===== src/rtl/pixel_dispatcher.sv =====
// Raster-order pixel dispatcher: walks a width x height frame and offers each
// pixel round-robin to N core ports over a valid/ready handshake.
module pixel_dispatcher #(
  parameter int unsigned MAX_CORES = 2,
  parameter int unsigned COORD_W   = 13
) (
  input  logic                 aclk,
  input  logic                 aresetn,
  input  logic                 start,
  input  logic [COORD_W-1:0]   image_width,
  input  logic [COORD_W-1:0]   image_height,
  input  logic [2:0]           no_of_extra_cores,
  input  logic [MAX_CORES-1:0] core_ready,
  output logic [MAX_CORES-1:0] core_valid,
  output logic [COORD_W-1:0]   pix_x,
  output logic [COORD_W-1:0]   pix_y,
  output logic                 sof,
  output logic                 eol,
  output logic                 busy,
  output logic                 frame_done
);

  typedef enum logic [1:0] {
    S_IDLE,
    S_DISPATCH,
    S_DONE
  } state_e;

  localparam logic [COORD_W-1:0] ONE      = COORD_W'(1);
  localparam logic [2:0]         LAST_MAX = 3'(MAX_CORES - 1);

  state_e               state_q, state_d;
  logic [COORD_W-1:0]   x_q, x_d;
  logic [COORD_W-1:0]   y_q, y_d;
  logic [COORD_W-1:0]   w_q, w_d;
  logic [COORD_W-1:0]   h_q, h_d;
  logic [2:0]           idx_q, idx_d;
  logic [2:0]           last_idx_q, last_idx_d;
  logic [MAX_CORES-1:0] core_valid_q, core_valid_d;
  logic                 sof_q, sof_d;
  logic                 eol_q, eol_d;
  logic                 busy_q, busy_d;
  logic                 frame_done_q, frame_done_d;

  logic xfer;
  logic last_x;
  logic last_y;

  function automatic logic [MAX_CORES-1:0] onehot(input logic [2:0] idx);
    logic [MAX_CORES-1:0] v;
    v = '0;
    for (int unsigned i = 0; i < MAX_CORES; i++) begin
      v[i] = (idx == 3'(i));
    end
    return v;
  endfunction

  always_comb begin
    state_d      = state_q;
    x_d          = x_q;
    y_d          = y_q;
    w_d          = w_q;
    h_d          = h_q;
    idx_d        = idx_q;
    last_idx_d   = last_idx_q;
    core_valid_d = core_valid_q;
    sof_d        = sof_q;
    eol_d        = eol_q;
    frame_done_d = 1'b0;

    // Only the selected core can hold a valid bit, so this ignores the rest.
    xfer   = |(core_valid_q & core_ready);
    last_x = (x_q == w_q - ONE);
    last_y = (y_q == h_q - ONE);

    unique case (state_q)
      S_IDLE: begin
        if (start) begin
          if (image_width != '0 && image_height != '0) begin
            w_d          = image_width;
            h_d          = image_height;
            last_idx_d   = (no_of_extra_cores > LAST_MAX) ? LAST_MAX : no_of_extra_cores;
            x_d          = '0;
            y_d          = '0;
            idx_d        = '0;
            core_valid_d = onehot(3'd0);
            sof_d        = 1'b1;
            eol_d        = (image_width == ONE);
            state_d      = S_DISPATCH;
          end else begin
            frame_done_d = 1'b1;
          end
        end
      end

      S_DISPATCH: begin
        if (xfer) begin
          if (last_x && last_y) begin
            x_d          = '0;
            y_d          = '0;
            idx_d        = '0;
            core_valid_d = '0;
            sof_d        = 1'b0;
            eol_d        = 1'b0;
            frame_done_d = 1'b1;
            state_d      = S_DONE;
          end else begin
            x_d          = last_x ? '0 : x_q + ONE;
            y_d          = last_x ? y_q + ONE : y_q;
            idx_d        = (idx_q == last_idx_q) ? 3'd0 : idx_q + 3'd1;
            core_valid_d = onehot(idx_d);
            sof_d        = 1'b0;
            eol_d        = (x_d == w_q - ONE);
          end
        end
      end

      S_DONE: begin
        state_d = S_IDLE;
      end

      default: begin
        state_d = S_IDLE;
      end
    endcase

    busy_d = (state_d != S_IDLE);
  end

  always_ff @(posedge aclk or negedge aresetn) begin
    if (!aresetn) begin
      state_q      <= S_IDLE;
      x_q          <= '0;
      y_q          <= '0;
      w_q          <= '0;
      h_q          <= '0;
      idx_q        <= '0;
      last_idx_q   <= '0;
      core_valid_q <= '0;
      sof_q        <= 1'b0;
      eol_q        <= 1'b0;
      busy_q       <= 1'b0;
      frame_done_q <= 1'b0;
    end else begin
      state_q      <= state_d;
      x_q          <= x_d;
      y_q          <= y_d;
      w_q          <= w_d;
      h_q          <= h_d;
      idx_q        <= idx_d;
      last_idx_q   <= last_idx_d;
      core_valid_q <= core_valid_d;
      sof_q        <= sof_d;
      eol_q        <= eol_d;
      busy_q       <= busy_d;
      frame_done_q <= frame_done_d;
    end
  end

  assign core_valid = core_valid_q;
  assign pix_x      = x_q;
  assign pix_y      = y_q;
  assign sof        = sof_q;
  assign eol        = eol_q;
  assign busy       = busy_q;
  assign frame_done = frame_done_q;

endmodule


===== config.mk =====
export PLATFORM = sky130hd
export DESIGN_NAME = pixel_dispatcher
export DESIGN_NICKNAME = d
export VERILOG_FILES = /design/src/rtl/pixel_dispatcher.sv
export SDC_FILE = /design/constraint.sdc
export NUM_CORES = 1
export LEC_CHECK = 0
export BUFFER_PORTS_ARGS = -buffer_cell sky130_fd_sc_hd__buf_2
export CAP_MARGIN = 25
export CORE_MARGIN = 1
export CORE_UTILIZATION = 39
export CTS_CLUSTER_DIAMETER = 200
export CTS_CLUSTER_SIZE = 28
export DETAILED_ROUTE_END_ITERATION = 6
export SLEW_MARGIN = 20
export SYNTH_ARGS = -nofsm -noshare
export SYNTH_HDL_FRONTEND = slang
export SYNTH_SLANG_ARGS = --single-unit

===== constraint.sdc =====
create_clock -name aclk -period 5 [get_ports aclk]
set_input_delay 1 -clock aclk [delete_from_list [all_inputs] [get_ports aclk]]
set_output_delay 1 -clock aclk [all_outputs]
set_load 0.005 [all_outputs]

==> results.yml <==
outcome:
  status: "finished, violations left"
  violations: "DRC"
global_route:
  track_usage_pct: 21.6
  grt_pass1_vias: 4092
  grt_max_degree: 39
  antenna_found_initial: 0
  gr-total-overflow: 0
  grt_pass1_wl_mm: 21.0
power_and_ir_drop:
  combPwrFrac_pct: 39.9
  power_switching_share_pct: 39.8
  ir_drop_mv: 0.208
  power_switching_mw: 1.03
  p_int_mw: 1.56
  power_density_nw_per_um2: 481
  p_leak_nw: 2.38
  power_frac_seq_pct: 33.9
  power_frac_clock_pct: 26.3
timing:
  slew_headroom_pct: 45.6
  worst_pin_slew_ps: 815
  report.final.slew_viol_count: 0
  min_period_over_period_pct: 82.5
  period_needed_ps: 4130
  finalSetupViolCount: 0
  clock_skew_ps: 8.64
  hold_viol_final: 0
  rsz0062_at_grt: "no"
  final.setup.tns_ps: 0
  timing.fmax_mhz: 242
finish:
  area_growth_pct: 15.4
  layout_commonest_cell: "nand2_1"
  final_cell_mix: "102 x nand2_1, 66 x dfrtp_1, 65 x buf_2, 37 x o21ai_0, 34 x nor2_1"
  nFillCells: 1121
  diodes: 0
  seq_area_sq_um: 1650
  final_area_sq_um: 5380
  nNetsFinal: 641
  multiInputGateArea_sq_um: 2820
  drive_gt1_share_pct: 18.9
detailed_routing:
  viasPerCell: 5.70
  dr_total_vias: 4273
  drtPass1Iterations: 6
  drtAntennaViolNets: 0
  drt-initial-drc-count: 322
  wl_per_cell_um: 17.0
  drc_errors: 10
  wl_mm: 12.7
floorplanning:
  die_h_um: 111
  num_rows: 39
  ioPinCount: 66
  coreArea_sq_um: 11500
  die_area_sq_um: 12400
  initial_core_util_pct: 40.5
  die-width_um: 111
critical_path:
  reg2reg_depth: 11
  crit_path_max_fanout: 11
  cp.required_ps: 5220
  worstReg2RegStart: "w_q[0]"
  arrival_ps: 4350
  r2r_slack_ps: 870
  crit_type: "flip-flop to flip-flop"
  critPathLaunchType: "flip-flop"
  endpoint_kind: "flip-flop"
  r2r-end: "pix_y[6]"
yosys:
  syn_inst: 552
  synth_top_family_by_area: "simple AND/OR/NAND/NOR gates"
  synth_seq_cells: 66
  synth_seq_area_share_pct: 35.4
  synth_top_area_share_pct: 35.4
  synth_area_per_cell_sq_um: 8.44
  yosysTopAreaCell: "dfrtp_1"
  synth_compound_area_share_pct: 18.6
  yosys-top-cells-area: "dfrtp_1 35%, nand2_1 8.2%, xnor2_1 6.2%"
  synth_nets: 591
  synth-xor-area-share_pct: 11.3
  synth-simple-area-share_pct: 28.1
  synth-edff-count: 0
  synth_area_sq_um: 4660
  synthArstFlopShare_pct: 100
  post_synth_num_cell_types: 75
  synth_flop_cell: "dfrtp_1"
  synth_warnings: 0
  synth_fa_ha_area_share_pct: 1.34
  synthMuxAreaShare_pct: 0.940
worst_hold_path:
  min_from: "sof"
  hp-class: "flip-flop to flip-flop"
  min_to: "sof"
  whs_path_depth: 1
clock_tree:
  cts_tree: "built"
  cts_root_buf: "clkbuf_16"
  cts_made_buffers: 9
  cts_resized: 0
  insertion_delay_ps: 340
  h-tree-depth: 3
  clk_pin_slew_ps: 50
  clkSinkCount: 66
  hold_buffers: 0
  cts_buffer_depth: 2
  cts_setup_buffers: 0
placement:
  place_congestion: 0.888
  port-buffer-count: 65
  post-dp-hpwl_mm: 9.54
  dpl_cell_area_sq_um: 5060
flow_run:
  max_cap_viol_count: 0
-- power by group through the flow --
stage                     Sequential [mW]  Combinational, mW  Clock [mW]
after floorplan                     0.776              0.859           0
after global placement              0.872               1.00           0
after detailed placement            0.878               1.02           0
after CTS                           0.873               1.03       0.693
after global routing                0.902               1.15       0.727
final                               0.876               1.03       0.679
-- metrics by stage --
step,total power [mW],hold slack [ps],setup WS (ps),cells,util [%]
after global routing,2.78,521,606,750,46.7
after floorplan,1.64,465,1710,552,-
after CTS,2.59,507,939,750,46.7
after detailed placement,1.90,496,963,734,43.9
final,2.59,498,873,750,46.7
after global placement,1.88,483,1070,734,43.9
-- flip-flops by register name (all words and copies together) (netlist names), 2 cells and up --
name        count
pix_y          13
pix_x          13
core_valid      2
state_q         2
h_q            13
idx_q           3
w_q            13
last_idx_q      3
-- cells in the mapped netlist, drive strengths merged, types with 12 or more instances --
cell type and n:
nand2 104, xnor2 33, inv 14, nand3 18, nor4 16, clkbuf 22
a21oi 12, nor3 20, o21ai 48, nor2 36, dfrtp 66, xor2 21
-- layer usage --
layer	vias to the layer above	wire, um	GRT usage, %
met1	2082	6180	29.8
li1	2080	-	-
met3	24	423	3.99
met4	0	359	8.92
met2	87	5760	33.4
met5	-	0	0
-- critical path: stages (launching register included) --
cell	delay [ps]
dfrtp_1	430
inv_1	120
ha_1	260
or4b_1	600
nor3_2	310
nand2_1	140
xor3_1	400
nor4b_4	380
nand2_2	230
a21oi_1	710
o21ai_0	210
a21o_1	220
-- cell type report --
class / count / share of cell area (%)
multi-input combinational: 441 / 52.4
inverter: 15 / 1.05
clock buffer: 11 / 4.51
timing repair buffer: 69 / 6.61
sequential: 66 / 30.7
tap: 143 / 3.33
clock inverter: 5 / 1.44
-- worst max-delay path by stage --
| stage | from | cells after the start | endpoint |
|---|---|---|---|
| floorplan | w_q[2] | 12 | pix_y[11] |
| global placement | w_q[0] | 11 | pix_y[6] |
| detailed placement | w_q[0] | 11 | pix_y[6] |
| CTS | w_q[0] | 11 | pix_y[6] |
| global route | w_q[0] | 11 | pix_y[2] |
| finish | w_q[0] | 11 | pix_y[6] |
-- cell families after synthesis --
family	Yosys count
simple gates	253
flops	66
xor+xnor	56
buf+inv	45
mux	4
compound gates	123
fa+ha+maj	5
(Power assumes the default switching activity.)
